<file path="src/rtl/ble_packet_builder_pkg.sv">
// Shared constants and types for the BLE link-layer packet builder.
// Holds preamble patterns, field lengths, CRC defaults, FSM encoding and the whitening seed helper.
package ble_packet_builder_pkg;

   typedef enum logic [2:0] {
      ST_IDLE = 3'd0,
      ST_PRE  = 3'd1,
      ST_AA   = 3'd2,
      ST_HDR  = 3'd3,
      ST_PLD  = 3'd4,
      ST_CRC  = 3'd5
   } state_t;

   localparam logic [23:0] CRC_POLY_DEF = 24'h00065B;
   localparam logic [23:0] CRC_INIT_ADV = 24'h555555;

   // Patterns are shifted out LSB first.
   localparam logic [7:0] PRE_PAT_AA1 = 8'b1010_1010;
   localparam logic [7:0] PRE_PAT_AA0 = 8'b0101_0101;

   localparam int PRE_BITS = 8;
   localparam int AA_BITS  = 32;
   localparam int HDR_BITS = 16;
   localparam int CRC_BITS = 24;

   localparam logic [5:0] PRE_LAST = 6'(PRE_BITS - 1);
   localparam logic [5:0] AA_LAST  = 6'(AA_BITS - 1);
   localparam logic [5:0] HDR_LAST = 6'(HDR_BITS - 1);
   localparam logic [5:0] CRC_LAST = 6'(CRC_BITS - 1);

   // Bit i of the result is LFSR position i: position 0 = 1, positions 1..6 = channel[5..0].
   function automatic logic [6:0] whiten_seed(input logic [5:0] ch);
      return {ch[0], ch[1], ch[2], ch[3], ch[4], ch[5], 1'b1};
   endfunction

endpackage

</file>
<file path="src/rtl/ble_crc_whiten.sv">
// CRC24 Galois LFSR and x^7+x^4+1 whitening LFSR for the BLE packet builder.
// feed_i=1 clocks the raw bit into the CRC; feed_i=0 shifts the CRC out MSB first.
module ble_crc_whiten
   import ble_packet_builder_pkg::*;
#(
   parameter logic [23:0] CRC_POLY  = CRC_POLY_DEF,
   parameter bit          WHITEN_EN = 1'b1
) (
   input  logic        clk,
   input  logic        rst,
   input  logic        load_i,
   input  logic [23:0] crc_seed_i,
   input  logic [5:0]  chan_i,
   input  logic        bit_en_i,
   input  logic        feed_i,
   input  logic        raw_bit_i,
   output logic        wbit_o,
   output logic        crc_msb_o
);

   logic [23:0] crc_q, crc_d;
   logic [6:0]  wh_q, wh_d;
   logic        fb;

   always_comb begin
      crc_d = crc_q;
      wh_d  = wh_q;
      fb    = feed_i & (crc_q[23] ^ raw_bit_i);
      if (load_i) begin
         crc_d = crc_seed_i;
         wh_d  = whiten_seed(chan_i);
      end else if (bit_en_i) begin
         crc_d = {crc_q[22:0], 1'b0} ^ (fb ? CRC_POLY : 24'h0);
         wh_d  = {wh_q[5], wh_q[4], wh_q[3] ^ wh_q[6], wh_q[2], wh_q[1], wh_q[0], wh_q[6]};
      end
   end

   always_ff @(posedge clk or posedge rst) begin
      if (rst) begin
         crc_q <= '0;
         wh_q  <= '0;
      end else begin
         crc_q <= crc_d;
         wh_q  <= wh_d;
      end
   end

   assign wbit_o    = raw_bit_i ^ (WHITEN_EN & wh_q[6]);
   assign crc_msb_o = crc_q[23];

endmodule

</file>
<file path="src/rtl/ble_packet_builder.sv">
// Bit-serial BLE air packet builder feeding the FSK modulator symbol interface.
// state   | meaning
// IDLE    | waiting for tx_start; payload prefetch allowed
// PRE     | 8 preamble bits, pattern chosen by access_addr[0]
// AA      | 32 access-address bits, LSB first
// HDR     | 16 header bits, whitened and fed to CRC
// PLD     | len*8 payload bits, whitened and fed to CRC
// CRC     | 24 CRC bits MSB first, whitened
module ble_packet_builder
   import ble_packet_builder_pkg::*;
#(
   parameter logic [23:0] CRC_POLY  = CRC_POLY_DEF,
   parameter bit          WHITEN_EN = 1'b1,
   parameter int          LEN_W     = 8
) (
   input  logic        clk,
   input  logic        rst,
   input  logic        tx_start,
   input  logic [31:0] access_addr,
   input  logic [23:0] crc_init,
   input  logic [5:0]  channel_idx,
   input  logic [15:0] pdu_hdr,
   input  logic [7:0]  pld_data,
   input  logic        pld_valid,
   output logic        pld_ready,
   input  logic        symDone,
   output logic        start,
   output logic        symVal,
   output logic        busy,
   output logic        tx_done,
   output logic        err_underrun
);

   state_t             state_q, state_d;
   logic [5:0]         cnt_q, cnt_d;
   logic [2:0]         bit_cnt_q, bit_cnt_d;
   logic [LEN_W-1:0]   byte_cnt_q, byte_cnt_d;
   logic [LEN_W-1:0]   len_q, len_d;
   logic [7:0]         pre_sr_q, pre_sr_d;
   logic [31:0]        aa_sr_q, aa_sr_d;
   logic [15:0]        hdr_sr_q, hdr_sr_d;
   logic [7:0]         byte_sr_q, byte_sr_d;
   logic [7:0]         hold_q, hold_d;
   logic               hold_full_q, hold_full_d;
   logic               tx_done_q, tx_done_d;
   logic               err_q, err_d;

   logic               accept;
   logic               hold_take;
   logic               cw_load, cw_en, cw_feed;
   logic               raw_bit, wbit, crc_msb;

   ble_crc_whiten #(
      .CRC_POLY  (CRC_POLY),
      .WHITEN_EN (WHITEN_EN)
   ) u_crc_whiten (
      .clk        (clk),
      .rst        (rst),
      .load_i     (cw_load),
      .crc_seed_i (crc_init),
      .chan_i     (channel_idx),
      .bit_en_i   (cw_en),
      .feed_i     (cw_feed),
      .raw_bit_i  (raw_bit),
      .wbit_o     (wbit),
      .crc_msb_o  (crc_msb)
   );

   always_comb begin
      raw_bit = 1'b0;
      case (state_q)
         ST_PRE:  raw_bit = pre_sr_q[0];
         ST_AA:   raw_bit = aa_sr_q[0];
         ST_HDR:  raw_bit = hdr_sr_q[0];
         ST_PLD:  raw_bit = byte_sr_q[0];
         ST_CRC:  raw_bit = crc_msb;
         default: raw_bit = 1'b0;
      endcase
   end

   always_comb begin
      state_d    = state_q;
      cnt_d      = cnt_q;
      bit_cnt_d  = bit_cnt_q;
      byte_cnt_d = byte_cnt_q;
      len_d      = len_q;
      pre_sr_d   = pre_sr_q;
      aa_sr_d    = aa_sr_q;
      hdr_sr_d   = hdr_sr_q;
      byte_sr_d  = byte_sr_q;
      tx_done_d  = 1'b0;
      err_d      = 1'b0;
      hold_take  = 1'b0;
      cw_load    = 1'b0;
      cw_en      = 1'b0;
      cw_feed    = 1'b0;
      // The cycle carrying tx_done still blocks a new start.
      accept     = (state_q == ST_IDLE) && tx_start && !tx_done_q;

      case (state_q)
         ST_IDLE: begin
            if (accept) begin
               state_d    = ST_PRE;
               cnt_d      = '0;
               bit_cnt_d  = '0;
               byte_cnt_d = '0;
               len_d      = LEN_W'(pdu_hdr[15:8]);
               pre_sr_d   = access_addr[0] ? PRE_PAT_AA1 : PRE_PAT_AA0;
               aa_sr_d    = access_addr;
               hdr_sr_d   = pdu_hdr;
               cw_load    = 1'b1;
            end
         end
         ST_PRE: begin
            if (symDone) begin
               pre_sr_d = pre_sr_q >> 1;
               cnt_d    = cnt_q + 6'd1;
               if (cnt_q == PRE_LAST) begin
                  state_d = ST_AA;
                  cnt_d   = '0;
               end
            end
         end
         ST_AA: begin
            if (symDone) begin
               aa_sr_d = aa_sr_q >> 1;
               cnt_d   = cnt_q + 6'd1;
               if (cnt_q == AA_LAST) begin
                  state_d = ST_HDR;
                  cnt_d   = '0;
               end
            end
         end
         ST_HDR: begin
            if (symDone) begin
               cw_en    = 1'b1;
               cw_feed  = 1'b1;
               hdr_sr_d = hdr_sr_q >> 1;
               cnt_d    = cnt_q + 6'd1;
               if (cnt_q == HDR_LAST) begin
                  cnt_d = '0;
                  if (len_q == '0) begin
                     state_d = ST_CRC;
                  end else if (hold_full_q) begin
                     state_d    = ST_PLD;
                     byte_sr_d  = hold_q;
                     hold_take  = 1'b1;
                     bit_cnt_d  = '0;
                     byte_cnt_d = '0;
                  end else begin
                     state_d = ST_IDLE;
                     err_d   = 1'b1;
                  end
               end
            end
         end
         ST_PLD: begin
            if (symDone) begin
               cw_en     = 1'b1;
               cw_feed   = 1'b1;
               byte_sr_d = byte_sr_q >> 1;
               bit_cnt_d = bit_cnt_q + 3'd1;
               if (bit_cnt_q == 3'd7) begin
                  if (byte_cnt_q == len_q - LEN_W'(1)) begin
                     state_d = ST_CRC;
                     cnt_d   = '0;
                  end else if (hold_full_q) begin
                     byte_sr_d  = hold_q;
                     hold_take  = 1'b1;
                     byte_cnt_d = byte_cnt_q + LEN_W'(1);
                  end else begin
                     state_d = ST_IDLE;
                     err_d   = 1'b1;
                  end
               end
            end
         end
         ST_CRC: begin
            if (symDone) begin
               cw_en = 1'b1;
               cnt_d = cnt_q + 6'd1;
               if (cnt_q == CRC_LAST) begin
                  state_d   = ST_IDLE;
                  cnt_d     = '0;
                  tx_done_d = 1'b1;
               end
            end
         end
         default: state_d = ST_IDLE;
      endcase
   end

   always_comb begin
      hold_d      = hold_q;
      hold_full_d = hold_full_q;
      if (hold_take) begin
         hold_full_d = 1'b0;
      end else if (pld_valid && !hold_full_q) begin
         hold_d      = pld_data;
         hold_full_d = 1'b1;
      end
   end

   always_ff @(posedge clk or posedge rst) begin
      if (rst) begin
         state_q     <= ST_IDLE;
         cnt_q       <= '0;
         bit_cnt_q   <= '0;
         byte_cnt_q  <= '0;
         len_q       <= '0;
         pre_sr_q    <= '0;
         aa_sr_q     <= '0;
         hdr_sr_q    <= '0;
         byte_sr_q   <= '0;
         hold_q      <= '0;
         hold_full_q <= 1'b0;
         tx_done_q   <= 1'b0;
         err_q       <= 1'b0;
      end else begin
         state_q     <= state_d;
         cnt_q       <= cnt_d;
         bit_cnt_q   <= bit_cnt_d;
         byte_cnt_q  <= byte_cnt_d;
         len_q       <= len_d;
         pre_sr_q    <= pre_sr_d;
         aa_sr_q     <= aa_sr_d;
         hdr_sr_q    <= hdr_sr_d;
         byte_sr_q   <= byte_sr_d;
         hold_q      <= hold_d;
         hold_full_q <= hold_full_d;
         tx_done_q   <= tx_done_d;
         err_q       <= err_d;
      end
   end

   assign busy         = (state_q != ST_IDLE);
   assign start        = busy;
   // Preamble and access address go out unwhitened.
   assign symVal       = (state_q == ST_HDR || state_q == ST_PLD || state_q == ST_CRC) ? wbit : raw_bit;
   assign pld_ready    = ~hold_full_q;
   assign tx_done      = tx_done_q;
   assign err_underrun = err_q;

endmodule
</file>
<file path="config.mk">
export PLATFORM = sky130hd
export DESIGN_NAME = ble_packet_builder
export DESIGN_NICKNAME = d
export VERILOG_FILES = /design/src/rtl/ble_packet_builder_pkg.sv /design/src/rtl/ble_crc_whiten.sv /design/src/rtl/ble_packet_builder.sv
export SDC_FILE = /design/constraint.sdc
export NUM_CORES = 1
export LEC_CHECK = 0
export BUFFER_PORTS_ARGS = -buffer_cell sky130_fd_sc_hd__buf_2
export CORE_MARGIN = 2
export CORE_UTILIZATION = 50
export CTS_CLUSTER_DIAMETER = 120
export DETAILED_ROUTE_END_ITERATION = 12
export PLACE_DENSITY_LB_ADDON = 0.08
export SYNTH_ARGS = -nofsm -noshare
export SYNTH_HDL_FRONTEND = slang
export SYNTH_SLANG_ARGS = --single-unit
</file>
<file path="constraint.sdc">
create_clock -name clk -period 5.44 [get_ports clk]
set_input_delay 0.272 -clock clk [delete_from_list [all_inputs] [get_ports clk]]
set_output_delay 0.272 -clock clk [all_outputs]
set_load 0.02 [all_outputs]
</file>
* Word-level counts from Yosys, hierarchy flattened
Index checks and enable logic that the tools add are counted. W data, S select, Z words.
Storage, ports and cells: output and inout bits 6, input port bits 91, register bits after elaboration 134
Operators by class: bitwise logic cells 7, equality and inequality tests 28, add/subtract/negate cells 4, reductions and logical operators 30, mux-type cells 98
Operator list (count):
- $mux W8 | 20
- $mux W6 | 12
- $mux W32 | 2
- $pmux W32 S2 | 1
- $mux W3 | 21
- $mux W24 | 2
- $pmux W6 S6 | 1
- $mux W16 | 2
- $ne A2 B2 Y1 const B | 16
- $pmux W16 S2 | 1
- $pmux W8 S2 | 2
- $mux W1 | 25
- $pmux W8 S3 | 1
- $xor A24 B24 Y24 | 1
- $pmux W3 S6 | 1
- $mux W7 | 2
- $eq A6 B5 Y1 const B | 2
- $reduce_and A12 Y1 | 1
- $reduce_bool A2 Y1 | 6
- $mux W11 | 1
- $reduce_and A10 Y1 | 1
- $eq A3 B3 Y1 const B | 3
- $pmux W3 S3 | 1
- $reduce_and A3 Y1 | 3
- 28 further kinds | 39

* Depth between registers and ports, before layout
word-level depth 8, gate-level depth with buffers 11, gate-level depth less buffers 9

* Modules after synthesis
Synthesis repeated with hierarchy kept, for this count alone.
Unflattened totals: cells, all modules 724, area, all modules 6795.3 sq um
Modules (own cells, without submodules):
- ble_packet_builder | instances 1, area each 5185.0 sq um, cells each 558, seq. area each 2577.5 sq um
- ble_crc_whiten | instances 1, area each 1610.3 sq um, cells each 166, seq. area each 775.7 sq um

* Worst setup path before layout
No wires, ideal clock.
kind register to register, from register len_q[0], to register byte_sr_q[0], arrival time 2430 ps, setup slack 2873 ps, period minus slack after synthesis 2567 ps, buffers on the path 1, cell stages (with the launch flop) 11, cell sequence dfrtp_1 -> inv_1 -> ha_1 -> o21bai_1 -> a2111oi_0 -> a311oi_1 -> a2111o_1 -> a31o_4 -> buf_6 -> mux2i_1 -> a21oi_1
On the way: word-level cells in the longest chain between the ends 6
Ends and longest elaborated chain:
- from (decl) | RTL line ble_packet_builder.sv:38 | logic [LEN_W-1:0] len_q, len_d;
- from (signal assigned) | RTL line ble_packet_builder.sv:224 | len_q <= len_d;
- $sub A8 B1 Y8 | RTL line ble_packet_builder.sv:164 | if (byte_cnt_q == len_q - LEN_W'(1)) begin
- $eq A8 B8 Y1 | RTL line ble_packet_builder.sv:164
- $mux W8 | RTL line ble_packet_builder.sv:164
- $mux W8 | RTL line ble_packet_builder.sv:163 | if (bit_cnt_q == 3'd7) begin
- $mux W8 | RTL line ble_packet_builder.sv:158 | if (symDone) begin
- $pmux W8 S2 | RTL line ble_packet_builder.sv:100 | case (state_q)
- to (signal assigned) | RTL line ble_packet_builder.sv:228 | byte_sr_q <= byte_sr_d;
- to (decl) | RTL line ble_packet_builder.sv:42 | logic [7:0] byte_sr_q, byte_sr_d;
Several ways; a longest one is shown, not always the timed one. The select of a mux whose other input is x is not followed. A chain may end at the register's enable or synchronous reset.

* Worst setup path in the final report
from register state_q[1], to output symVal
On the way: word-level cells in the longest chain between the ends 4
Ends and longest elaborated chain:
- from (decl) | RTL line ble_packet_builder.sv:34 | state_t state_q, state_d;
- from (signal assigned) | RTL line ble_packet_builder.sv:220 | state_q <= state_d;
- $eq A3 B3 Y1 (tied with other cells) | RTL line ble_packet_builder.sv:71, ble_packet_builder.sv:239
- $pmux W1 S5 / $logic_or A1 B1 Y1 (equally long branches) | RTL line ble_packet_builder.sv:71, ble_packet_builder.sv:239
- $xor A1 B1 Y1 / $logic_or A1 B1 Y1 (equally long branches) | RTL line ble_crc_whiten.sv:48, ble_packet_builder.sv:239
- $mux W1 (*) | RTL line ble_packet_builder.sv:239 | assign symVal = (state_q == ST_HDR || state_q == ST_PLD || state_q == ST_CRC) ? wbit : raw_bit;
- to (decl) | RTL line ble_packet_builder.sv:28 | output logic symVal,
Every way passes the cells marked *; elsewhere a longest branch is shown, timed or not.

==> run metrics <==
status finished, final reports clean; Buf/Inv on CP 1; DRT iter0 DRCs ~390; VDD IR max 255.2 µV; P per Cell Area 536.9 mW/mm²; kind of critical path reg2out; register area share after synthesis between 50 and 60%; Worst setup startpoint state_q[1]; final setup fails 0; most used flip-flop cell after synthesis dfrtp_1; Routed Antenna Nets 0; worst path required time 5.17 ns; Die W 119.6 µm; crit path launch type flip-flop; final worst-path cycle share 56.20%; Hold Path Cell Cnt 3; CTS max path bufs 2; clock-pin slew on the worst setup and hold paths 0.06 ns; Worst Tran Pin Value 1.135 ns; setup_tns 0 ns; P_leak around 3.9 nW; first-pass GRT wire length 24360 µm; power share of the clock group around a quarter; CP cell instances nor2b_1 -> and2_1 -> or2_1 -> nand2_1 -> xor2_1 -> buf_2; Clock Skew 0.007263 ns; Final Wtd Congestion about 0.8; Routed WL 14210 µm; Worst Hold Class in2reg; initial antenna violation count 1; synth warn 0; Max Freq 0.3271 GHz; Antenna Cells 0; I/O pin count 97; clk root buf clkbuf_16; CP endpoint symVal; vias per cell 5.317; critical path peak fanout 20; Worst setup EP type output port; vias in the first global route roughly 5100; die area 0.01429 mm²; FP Rows 42; area delta synth->final 16.62%; largest net degree at the start of global routing 89; Switch Pwr 1.519 mW; R2R depth 9; synthesized area around 0.0067 mm²; Final HPWL DP approximately 9700 µm; sequential power share 42.4%; Post-Syn Nets 779; Netlist cell types 60; GR Util All Layers 21.54%; FF-to-FF setup slack between 2 and 2.5 ns; DIE HEIGHT ~120 µm; clock sinks 134; final hold viol count 0; NumNets Final about 860; aggregate global routing overflow 0; DP Cell Count 914; routed via count 5035; CTS buffer count 17; non-filler cells, final around 950; max_cap viols 0; Reg-to-Reg End cnt_q[5]; Initial DRT Pass Iterations 4; EDFF count, synth 0; Initial Utilization 50.82%; Cells after Synth approximately 680; Core Region 0.01314 mm²; family with the most delay on the worst path simple AND/OR/NAND/NOR gates; Residual DRC 0; final core area utilization about three fifths; Pint about 2.7 mW; Fillers approximately 1200; Yosys reg bits 134; layout cells sized above 1 between 10% and 20%; Comb pwr share 32.4%; routed length per instance 15.00 µm; Crit path depth 6; fraction of registers with async set/reset 100.0%; H-tree depth 4; sw frac between 30% and 40%; Critical R2R Launch len_q[0]; worst rel slew slack 24.34%; arrival time at the worst endpoint 2.79 ns; I/O Buffers 96; CTS tree built; mean post-synth cell area roughly 10 µm²; Max Slew Vio Count 0; clock latency on the worst-skew pair 0.42 ns; RSZ-0062 raised after global routing no; min Tclk post-route a little over 3 ns; PostCTS Resize Cnt 0; Crit-path slowest cell dfrtp_1; crit-path max cell delay 0.69 ns
[power groups by stage]
stage / Combinational, mW / Sequential (mW) / Clock [mW]
floorplan: 1.17 / 1.66 / 0
global placement: 1.31 / 1.77 / 0
detailed placement: 1.37 / 1.79 / 0
CTS: 1.37 / 1.78 / 1.07
global route: 1.57 / 1.84 / 1.12
finish: 1.36 / 1.77 / 1.05
[repair_timing]
item	CTS	global route
endpoints found under the hold margin	46	0
buffers inserted	0	0
hold buffers	1	0
[per-layer routing]
metal	part of all wire, %	wire length, µm	vias up	GRT usage [%]
met4	1.1	161	2	7.426
met2	47	6724	94	33.43
met5	0.077	11	-	0
met3	3.8	537	12	6.084
li1	-	-	2547	-
met1	48	6772	2380	29.18
[worst min path at each step]
stage,start,to,slack (ns)
after floorplan,pdu_hdr[10],len_q[2],0.38
after global placement,rst,aa_sr_q[21],0.38
after detailed placement,rst,aa_sr_q[21],0.38
after CTS,crc_init[14],u_crc_whiten.crc_q[14],0.04
after global routing,crc_init[20],u_crc_whiten.crc_q[20],0.05
final,crc_init[14],u_crc_whiten.crc_q[14],0.05
[kinds of logic (layout without fill, tap and decap cells)]
kind of cell	count (synthesis)	after routing	synth area share (%)
XOR/XNOR	19	19	2.493
AND/OR/NAND/NOR	206	206	14.00
flip-flops	134	134	50.22
buffers and inverters	57	146	3.598
AO/OA/AOI/OAI	176	176	15.78
multiplexers	84	84	12.78
adder cells (fa/ha/maj)	6	6	1.124
[layout by cell type, fill, tap and decap left out, types with 3 or more instances in the layout]
cell type	synthesis	routed
and3_1	6	6
a211oi_1	3	3
a22o_1	3	3
buf_4	3	4
nand2_1	118	118
clkbuf_8	0	5
nand2b_1	4	4
o21a_1	5	4
nand3_1	9	9
nor2_1	32	32
o21ai_0	94	94
dfrtp_1	134	134
xor2_1	8	8
nand4_1	5	5
and2_1	5	5
nand3b_1	3	3
a21oi_1	29	28
a21o_1	3	3
buf_2	6	96
ha_1	6	6
clkinv_2	0	7
nor2b_1	6	6
xnor2_1	11	11
mux2_2	10	10
nor3_1	5	4
o22ai_1	8	8
inv_1	13	12
mux2i_1	74	74
clkbuf_16	0	17
a22oi_1	6	6
[Yosys cell counts, types with 6 or more instances]
cell type	instances	area (µm²)
xor2_1	8	70.07
xnor2_1	11	96.34
ha_1	6	75.07
dfrtp_1	134	3353
inv_1	13	48.80
buf_2	6	30.03
nand2_1	118	442.9
clkbuf_1	33	123.9
o21ai_0	94	470.5
a21oi_1	29	145.1
and3_1	6	37.54
nand3_1	9	45.04
o22ai_1	8	50.05
nor2_1	32	120.1
a22oi_1	6	45.04
mux2_2	10	112.6
mux2i_1	74	740.7
nor2b_1	6	37.54
[flip-flops by register name, summed over array words and instances (netlist names)]
| name | cells |
|---|---|
| len_q | 8 |
| byte_sr_q | 8 |
| pre_sr_q | 8 |
| hdr_sr_q | 16 |
| hold_full_q | 1 |
| u_crc_whiten.crc_q | 24 |
| state_q | 3 |
| hold_q | 8 |
| u_crc_whiten.wh_q | 7 |
| tx_done | 1 |
| err_underrun | 1 |
| aa_sr_q | 32 |
| cnt_q | 6 |
| byte_cnt_q | 8 |
| bit_cnt_q | 3 |
[worst min-delay path, delay by kind of cell]
family / cells / cell delay, ns
AND/OR/NAND/NOR: 1 / 0.03
AO/OA/AOI/OAI: 1 / 0.06
buffers and inverters: 1 / 0.07
[stage by stage]
stage | worst slack [ns] | hold slack (ns) | power, mW | area (µm²)
finish | 2.383 | 0.05310 | 4.180 | 7786
global route | 2.027 | 0.05016 | 4.534 | 7786
CTS | 2.362 | 0.04111 | 4.222 | 7786
detailed placement | 2.435 | 0.3799 | 3.152 | 7228
global placement | 2.588 | 0.3755 | 3.085 | 7228
floorplan | 1.585 | 0.3774 | 2.828 | 6676
[final cells by class]
class	instances	area, µm²	area share, %
tap	176	220.2	2.828
sequential	134	3353	43.07
timing repair buffer	101	520.5	6.685
clock buffer	23	498.0	6.396
multi-input combinational	491	3093	39.72
inverter	13	51.30	0.6588
clock inverter	9	50.05	0.6428
(Power assumes the default switching activity.)
